$ cat src/rtl/conv_pool_pkg.sv
// conv_pool_pkg: FSM state encoding and output/pool dimension helpers for conv_pool_layer
package conv_pool_pkg;
  typedef enum logic [1:0] {IDLE, FETCH, ISSUE, DRAIN} state_t;
  function automatic int out_dim(input int in_dim, input int ksize);
    return in_dim - ksize + 1;
  endfunction
  function automatic int pool_dim(input int in_dim, input int ksize);
    return out_dim(in_dim, ksize) / 2;
  endfunction
endpackage

$ cat src/rtl/max4_signed.sv
// max4_signed: combinational signed maximum of four words (a, b, c, d in; y out)
module max4_signed #(
  parameter int WIDTH = 16
) (
  input  logic signed [WIDTH-1:0] a,
  input  logic signed [WIDTH-1:0] b,
  input  logic signed [WIDTH-1:0] c,
  input  logic signed [WIDTH-1:0] d,
  output logic signed [WIDTH-1:0] y
);
  logic signed [WIDTH-1:0] ab, cd;
  always_comb begin
    ab = a > b ? a : b;
    cd = c > d ? c : d;
    y  = ab > cd ? ab : cd;
  end
endmodule

$ cat src/rtl/conv_pool_layer.sv
// conv_pool_layer: sequences a conv + 2x2 max-pool layer over an external calc unit.
//   control : clk, rst_n (async, active low), layer_en_i start, busy_o, done_o pulse
//   read    : rd_addr_o window-row address, rd_data_i row words one cycle later
//   calc    : calc_win_o/calc_kidx_o/calc_valid_o issue, calc_res_i back after CALC_LAT
//   write   : wr_en_o/wr_addr_o/wr_data_o pooled results
//   CONV_POOL_RELU_EN defined: negative pooled maxima are written as zero.
module conv_pool_layer
  import conv_pool_pkg::*;
#(
  parameter int WIDTH       = 16,
  parameter int KSIZE       = 5,
  parameter int IN_DIM      = 14,
  parameter int NUM_KERNELS = 16,
  parameter int CALC_LAT    = 7,
  parameter int AW          = 16
) (
  input  logic                           clk,
  input  logic                           rst_n,
  input  logic                           layer_en_i,
  output logic                           busy_o,
  output logic                           done_o,
  output logic [AW-1:0]                  rd_addr_o,
  input  logic [KSIZE*WIDTH-1:0]         rd_data_i,
  output logic [KSIZE*KSIZE*WIDTH-1:0]   calc_win_o,
  output logic [7:0]                     calc_kidx_o,
  output logic                           calc_valid_o,
  input  logic [WIDTH-1:0]               calc_res_i,
  output logic                           wr_en_o,
  output logic [AW-1:0]                  wr_addr_o,
  output logic [WIDTH-1:0]               wr_data_o
);
  localparam int OUT_DIM  = out_dim(IN_DIM, KSIZE);
  localparam int POOL_DIM = pool_dim(IN_DIM, KSIZE);
  localparam int RW       = KSIZE * WIDTH;
  localparam int RBW      = (KSIZE - 1) * RW;
  localparam int NWR      = NUM_KERNELS * POOL_DIM * POOL_DIM;

  if (OUT_DIM % 2 != 0) begin : g_odd_out_dim
    $fatal(1, "conv_pool_layer: OUT_DIM must be even");
  end

  state_t state;
  logic [7:0] k, py, px, r;
  logic dx, dy, rd_vld;
  logic [RBW-1:0] row_buf;
  logic [7:0] nk, npy, npx;
  logic ndx, ndy, last_q, last_x, last_y, last_win;
  logic [AW-1:0] nbase;
  logic [CALC_LAT-1:0] vpipe;
  logic res_vld;
  logic [1:0] qcnt;
  logic [WIDTH-1:0] q0, q1, q2, pooled;
  logic signed [WIDTH-1:0] mx;
  logic [AW-1:0] wr_idx;

  // Next window position: dx fastest, then dy, px, py, k.
  always_comb begin
    ndx      = ~dx;
    last_q   = dx & dy;
    ndy      = dx ? ~dy : dy;
    last_x   = last_q && px == 8'(POOL_DIM - 1);
    npx      = last_q ? (last_x ? 8'd0 : px + 8'd1) : px;
    last_y   = last_x && py == 8'(POOL_DIM - 1);
    npy      = last_x ? (last_y ? 8'd0 : py + 8'd1) : py;
    last_win = last_y && k == 8'(NUM_KERNELS - 1);
    nk       = last_y ? k + 8'd1 : k;
    nbase    = AW'((2 * int'(npy) + int'(ndy)) * IN_DIM + 2 * int'(npx) + int'(ndx));
  end

  // Row data lands one cycle after its address, so the last row arrives during ISSUE
  // and is merged straight from rd_data_i into the issued window.
  always_ff @(posedge clk or negedge rst_n) begin
    if (!rst_n) begin
      state        <= IDLE;
      busy_o       <= 1'b0;
      done_o       <= 1'b0;
      rd_addr_o    <= '0;
      calc_win_o   <= '0;
      calc_kidx_o  <= '0;
      calc_valid_o <= 1'b0;
      k            <= '0;
      py           <= '0;
      px           <= '0;
      dy           <= 1'b0;
      dx           <= 1'b0;
      r            <= '0;
      rd_vld       <= 1'b0;
      row_buf      <= '0;
    end else begin
      rd_vld       <= state == FETCH;
      calc_valid_o <= 1'b0;
      if (rd_vld) row_buf <= RBW'({row_buf, rd_data_i});
      case (state)
        IDLE: if (layer_en_i) begin
          state     <= FETCH;
          busy_o    <= 1'b1;
          k         <= '0;
          py        <= '0;
          px        <= '0;
          dy        <= 1'b0;
          dx        <= 1'b0;
          r         <= '0;
          rd_addr_o <= '0;
        end
        FETCH: begin
          r         <= r + 8'd1;
          rd_addr_o <= r == 8'(KSIZE - 1) ? rd_addr_o : rd_addr_o + AW'(IN_DIM);
          state     <= r == 8'(KSIZE - 1) ? ISSUE : FETCH;
        end
        ISSUE: begin
          calc_win_o   <= {row_buf, rd_data_i};
          calc_kidx_o  <= k;
          calc_valid_o <= 1'b1;
          k            <= nk;
          py           <= npy;
          px           <= npx;
          dy           <= ndy;
          dx           <= ndx;
          r            <= '0;
          rd_addr_o    <= nbase;
          state        <= last_win ? DRAIN : FETCH;
        end
        DRAIN: if (done_o) begin
          done_o <= 1'b0;
          busy_o <= 1'b0;
          state  <= IDLE;
        end else if (wr_en_o && wr_addr_o == AW'(NWR - 1)) begin
          done_o <= 1'b1;
        end
        default: state <= IDLE;
      endcase
    end
  end

  assign res_vld = vpipe[CALC_LAT-1];

  max4_signed #(.WIDTH(WIDTH)) u_max4 (
    .a(q0),
    .b(q1),
    .c(q2),
    .d(calc_res_i),
    .y(mx)
  );

`ifdef CONV_POOL_RELU_EN
  assign pooled = mx[WIDTH-1] ? '0 : mx;
`else
  assign pooled = mx;
`endif

  // Results return in issue order, so writes are sequential and wr_idx is the pooled address.
  always_ff @(posedge clk or negedge rst_n) begin
    if (!rst_n) begin
      vpipe     <= '0;
      qcnt      <= '0;
      q0        <= '0;
      q1        <= '0;
      q2        <= '0;
      wr_idx    <= '0;
      wr_en_o   <= 1'b0;
      wr_addr_o <= '0;
      wr_data_o <= '0;
    end else begin
      vpipe   <= CALC_LAT'({vpipe, calc_valid_o});
      wr_en_o <= res_vld && qcnt == 2'd3;
      if (state == IDLE && layer_en_i) begin
        qcnt   <= '0;
        wr_idx <= '0;
      end else if (res_vld) begin
        qcnt <= qcnt + 2'd1;
        q0   <= qcnt == 2'd0 ? calc_res_i : q0;
        q1   <= qcnt == 2'd1 ? calc_res_i : q1;
        q2   <= qcnt == 2'd2 ? calc_res_i : q2;
        if (qcnt == 2'd3) begin
          wr_addr_o <= wr_idx;
          wr_data_o <= pooled;
          wr_idx    <= wr_idx + AW'(1);
        end
      end
    end
  end
endmodule
$ cat config.mk
export PLATFORM = sky130hd
export DESIGN_NAME = conv_pool_layer
export DESIGN_NICKNAME = d
export VERILOG_FILES = /design/src/rtl/conv_pool_pkg.sv /design/src/rtl/max4_signed.sv /design/src/rtl/conv_pool_layer.sv
export SDC_FILE = /design/constraint.sdc
export NUM_CORES = 2
export LEC_CHECK = 0
export CORE_MARGIN = 2
export CORE_UTILIZATION = 52
export CTS_CLUSTER_DIAMETER = 80
export DETAILED_ROUTE_END_ITERATION = 16
export PLACE_DENSITY_LB_ADDON = 0.15
export SYNTH_ARGS = -nofsm -noshare
export SYNTH_HDL_FRONTEND = slang
export SYNTH_SLANG_ARGS = --single-unit
$ cat constraint.sdc
create_clock -name clk -period 6.32 [get_ports clk]
set_input_delay 0.948 -clock clk [delete_from_list [all_inputs] [get_ports clk]]
set_output_delay 0.948 -clock clk [all_outputs]
set_load 0.03 [all_outputs]
---- Yosys cells after proc, flatten, opt, wreduce, memory -nomap -nowiden ----
Cells that the tools add are included.
operators by class
  add/sub/neg operators ................... 10
  multipliers ............................. 1
  order comparisons ....................... 3
  equality and inequality tests ........... 15
  multiplexer cells ....................... 36
  bitwise gates (word level) .............. 4
  reductions and logical operators ........ 24
operators with widths
  kind                                                                     number
  16-bit 2-to-1 mux                                                        8
  16-bit greater-than comparator                                           3
  8-bit 2-to-1 mux                                                         6
  16-bit case mux with 3 select lines                                      1
  8-bit case mux with 2 select lines                                       3
  8-bit by 1-bit adder with 8-bit output (second input constant)           4
  8-bit by 3-bit equality test with 1-bit output (second input constant)   3
  8-bit case mux with 3 select lines                                       1
  3-bit AND reduction                                                      7
  15-bit by 1-bit adder with 16-bit output                                 1
  16-bit by 1-bit adder with 16-bit output (second input constant)         1
  16-bit by 4-bit adder with 16-bit output (second input constant)         1
  16-bit by 9-bit equality test with 1-bit output (second input constant)  1
  14-bit by 9-bit adder with 15-bit output                                 1
  10-bit by 3-bit multiplier with 13-bit output (second input constant)    1
  2-bit 2-to-1 mux                                                         6
  9-bit by 1-bit adder with 10-bit output                                  1
  2-bit equality test (second input constant)                              4
  8-bit by 4-bit equality test with 1-bit output (second input constant)   1
  2-bit != test (second input constant)                                    4
  2-bit case mux with 4 select lines                                       1
  2-bit AND reduction                                                      4
  2-bit nonzero test                                                       4
  1-bit 2-to-1 mux                                                         7
  8 further kinds                                                          19
storage, ports and cells
  bits in registers ....................... 890
  input port bits ......................... 99
  output and inout port bits .............. 460
  word-level logic and storage cells ...... 117

---- Depth between registers and ports, before layout ----
  depth in word-level cells ............... 10
  depth in mapped cells ................... 22
  mapped depth without buffers ............ 22

---- By module ----
Synthesis repeated with hierarchy kept, for this count alone.
second synthesis, totals
  cells, all modules ...................... 2539
  area total of the unflattened synthesis .. 36891.6 µm²
modules (own cells, without submodules)
  module           times used  cells each  area each (µm²)  sequential area each (µm²)
  conv_pool_layer  1           2313        35089.9          22271.4
  max4_signed      1           226         1801.7           0.0

---- Least setup slack after synthesis ----
OpenSTA, ideal clock, no wires.
  kind .................................... input -> register
  start ................................... in calc_res_i[15]
  end ..................................... reg wr_data_o[13]
  library setup time ...................... 0.127 ns
  arrival time ............................ 4.839 ns
  data required time ...................... 6.193 ns
  slack ................................... 1.353 ns
  stages on the path ...................... 19
  buffers on the path ..................... 2
  cells stage by stage .................... inv_1 -> ha_1 -> nand4_1 -> nor2_1 -> a221o_1 -> nor3_2 -> mux2i_4 -> buf_4 -> mux2i_1 -> ha_1 -> and4_1 -> nand2_1 -> a2111oi_0 -> nor2_1 -> mux2i_1 -> nor2_1 -> buf_2 -> a31o_2 -> a21oi_2
between the ends
  cells in the longest elaborated chain, start to end .. 4
RTL lines
  item                            line                    source
  start: declaration              conv_pool_layer.sv:27   input logic [WIDTH-1:0] calc_res_i,
  16-bit greater-than comparator  max4_signed.sv:14       cd = c > d ? c : d;
  16-bit 2-to-1 mux (*)           max4_signed.sv:14
  16-bit greater-than comparator  max4_signed.sv:15       y = ab > cd ? ab : cd;
  16-bit 2-to-1 mux (*)           max4_signed.sv:15
  end signal: assignment          conv_pool_layer.sv:176  wr_data_o <= pooled;
  end: declaration                conv_pool_layer.sv:30   output logic [WIDTH-1:0] wr_data_o
Every way passes the cells marked *; elsewhere a longest branch is shown, timed or not.
A chain may end at the register's enable or synchronous reset.

---- Worst setup path after layout ----
  start ................................... reg q1[5]
  end ..................................... reg wr_data_o[12]
between the ends
  cells in the longest elaborated chain, start to end .. 4
RTL lines
  item                            line                    source
  start: declaration              conv_pool_layer.sv:52   logic [WIDTH-1:0] q0, q1, q2, pooled;
  start signal: assignment        conv_pool_layer.sv:172  q1 <= qcnt == 2'd1 ? calc_res_i : q1;
  16-bit greater-than comparator  max4_signed.sv:13       ab = a > b ? a : b;
  16-bit 2-to-1 mux (*)           max4_signed.sv:13
  16-bit greater-than comparator  max4_signed.sv:15
  16-bit 2-to-1 mux (*)           max4_signed.sv:15
Marks and branches as above.

==> results.md <==
- Run status: complete, no violations
- Num rows: 97
- Worst-margin pin slew: 1.25 ns
- Area occupied by registers: 22300 µm²
- Share of cells above drive strength 1: 30.0%
- Synth area leader: dfrtp_1
- Post-synthesis simple-gate area fraction: 4.21%
- Cell area after layout: 46400 µm²
- Power density cells: 286 nW/µm²
- Syn Area/Cell: 14.2 µm²
- H-tree depth: 3
- Tmin final: 5.27 ns
- I/O pins: 559
- CTS sink cnt: 890
- Asr flop ratio synth: 100%
- Via count: 22500
- RePlAce Congestion: 0.844
- Initial antenna violation count: 2
- Top-area cell type share of the netlist area: 60.9%
- Top FF cell, synth: dfrtp_1
- Clock Tree Buf Depth: 3
- Final number of hold-violating endpoints: 0
- Number of synthesis warnings: 0
- DPL Wire Length: 61100 µm
- Post-synthesis compound-gate area fraction: 4.17%
- Req. time, crit path: 6.88 ns
- VDD IR max: 0.221 mV
- Number of synthesized flops with an enable pin: 0
- WL met2: 42600 µm
- Xor-xnor portion of the synthesized cell area: 1.22%
- Antenna fix cells: 0
- Num CTS Buffers: 94
- Post-route ant nets: 0
- Mapped Area: 36600 µm²
- Die area: 72500 µm²
- WL/cell: 21.0 µm
- DRT Wirelength: 87500 µm
- RSZ-0062 raised after global routing: no
- Placement Cell Area: 43200 µm²
- M1 WL: 36600 µm
- Crit start category: flip-flop
- Commonest cells in the synthesized netlist: dfrtp_1 (890), mux2_2 (749), nand2_1 (114)
- Largest net degree at the start of global routing: 182
- Largest family of logic cells by synthesized area: multiplexers
- Leak Pwr: 20.1 nW
- CTS tree: yes
- Initial DRT Pass Iterations: 5
- Die Width: 269 µm
- Max-cap violations: 0
- Worst Path Arrival: 5.83 ns
- Congestion Overflow GR: 0
- Power, Total: 13.3 mW
- Total Routing Usage GR: 24.1%
- FILL cells: 5127
- Crit-path max FO: 15
- Most area-consuming cells after synthesis: dfrtp_1 (61%), mux2_2 (23%), ha_1 (3.0%), o21ai_0 (1.5%), nand2_1 (1.2%)
- Area of the core: 69900 µm²
- Worst-path clk slew: 0.06 ns
- Hold-fix buffers, CTS: 0
- Setup TNS: 0 ns
- Top sig layer: met5
- First-pass GRT wire length: 138000 µm
- Layout net count: 3335
- Min Hold Slack: 0.268 ns
- Pins Over Slew Limit: 0
- Part of the cycle the worst path needs: 83.4%
- 1st-iter DRT viols: 1307
- Fin Clk Skew: 0.0269 ns
- Met3 WL post-DR: 5070 µm
- Max Fclk: 190 MHz
- Syn Inst Count: 2575
- Clock Latency Late Sink: 0.65 ns
- Sequential area share after synthesis: 60.9%
- PortBufs: 558
- Count leader, synth: dfrtp_1
- PostCTS Resize Cnt: 0
- Mux share of post-synthesis cell area: 24.1%
- Drt via density: 5.41
- WS Path Type: reg2reg
- Root Buffer: clkbuf_16
- Worst Hold Class: in2async
- Initial core utilization: 52.3%
- Nature of the critical path endpoint: flip-flop
- Final core utilization: 66.4%
- Multi-input logic area: 13600 µm²
- Die Height: 269 µm
- Setup violators final: 0
- Vias in the first global route: 23800
- Synth Area in Adders: 3.37%
- Unique masters post-synth: 68
- Drt drc: 0
- Area grow syn2layout: 26.9%
- Syn_nets: 2769
- Yosys reg bits: 890
- Slew margin rel.: 16.6%
- Post CTS Setup Buffer Count: 0
==> logic make-up after synthesis <==
group                    after synthesis
flip-flops                           890
multiplexers                         786
AND/OR/NAND/NOR                      312
AO/OA/AOI/OAI                        245
buffers and inverters                196
adder cells (fa/ha/maj)               95
XOR/XNOR                              51
==> layer usage <==
| metal | vias to the layer above | global-route usage (%) |
|---|---|---|
| met5 | - | 0 |
| met4 | 2 | 9.28 |
| met3 | 162 | 5.85 |
| met2 | 551 | 40.0 |
| met1 | 11600 | 30.7 |
| li1 | 10200 | - |
==> placed cells by master (no fill, tap or decap), types with 18 or more instances in the layout <==
| cell type | instances |
|---|---|
| nand4_1 | 20 |
| nand2_1 | 114 |
| clkbuf_1 | 18 |
| mux2i_1 | 36 |
| dfrtp_1 | 889 |
| ha_1 | 88 |
| clkbuf_16 | 96 |
| mux2_2 | 749 |
| clkdlybuf4s50_1 | 557 |
| xor2_1 | 28 |
| nand3_1 | 26 |
| nor2_1 | 70 |
| a21oi_1 | 47 |
| clkbuf_8 | 21 |
| inv_1 | 83 |
| clkinv_2 | 25 |
| xnor2_1 | 23 |
| o21ai_0 | 106 |
==> final cells by class <==
type                            instances  area share [%]
Clock buffer                          135            5.94
Clock inverter                         40           0.959
Inverter                               83           0.671
Multi-Input combinational cell       1489            29.3
Sequential cell                       890            48.0
Tap cell                              940            2.53
Timing Repair Buffer                  583            12.7
==> power breakdown <==
part           internal, mW  leakage [nW]  switching [mW]
clock network          3.34          1.59            2.29
registers              5.99          10.5           0.191
logic                 0.650          7.98           0.834
==> worst max-delay path: stages, from the launching register on <==
cell,delay [ns]
dfrtp_1,0.37
inv_1,0.05
ha_1,0.35
a211oi_1,0.09
o21ai_0,0.53
nand3_1,0.16
a211o_1,0.36
a21oi_4,0.49
buf_4,0.29
mux2i_1,0.26
inv_1,0.08
ha_1,0.29
and4_1,0.21
nand2_1,0.11
a2111oi_0,0.43
nor2_1,0.10
mux2i_1,0.15
nor2_1,0.24
buf_12,0.20
nor3_4,0.05
buf_12,0.20
a21oi_1,0.17
==> registers in the layout, summed over array words and instances, names as in the netlist, 16 cells and up <==
register	count
row_buf	320
wr_addr_o	16
wr_data_o	16
wr_idx	16
rd_addr_o	16
calc_win_o	400
q1	16
q0	16
q2	16
==> metrics by stage <==
stage	cells	worst slack, ns
finish	4160	1.05
global route	4160	0.804
CTS	4160	1.14
detailed placement	3985	0.526
global placement	3985	0.584
floorplan	2575	1.35
==> path summary, 6_finish.rpt <==
kind	from	endpoint	slack, ns	cells after the start
worst min-delay path	rst_n	q2[7]	0.27	1
worst max register to register	q1[5]	wr_data_o[12]	1.05	21
worst min register to register	vpipe[2]	vpipe[3]	0.35	0
min in group clk	vpipe[2]	vpipe[3]	0.35	0
worst max-delay path	q1[5]	wr_data_o[12]	1.05	21
max in group asynchronous	rst_n	row_buf[265]	4.44	2
Power figures use the tool's default switching activity.
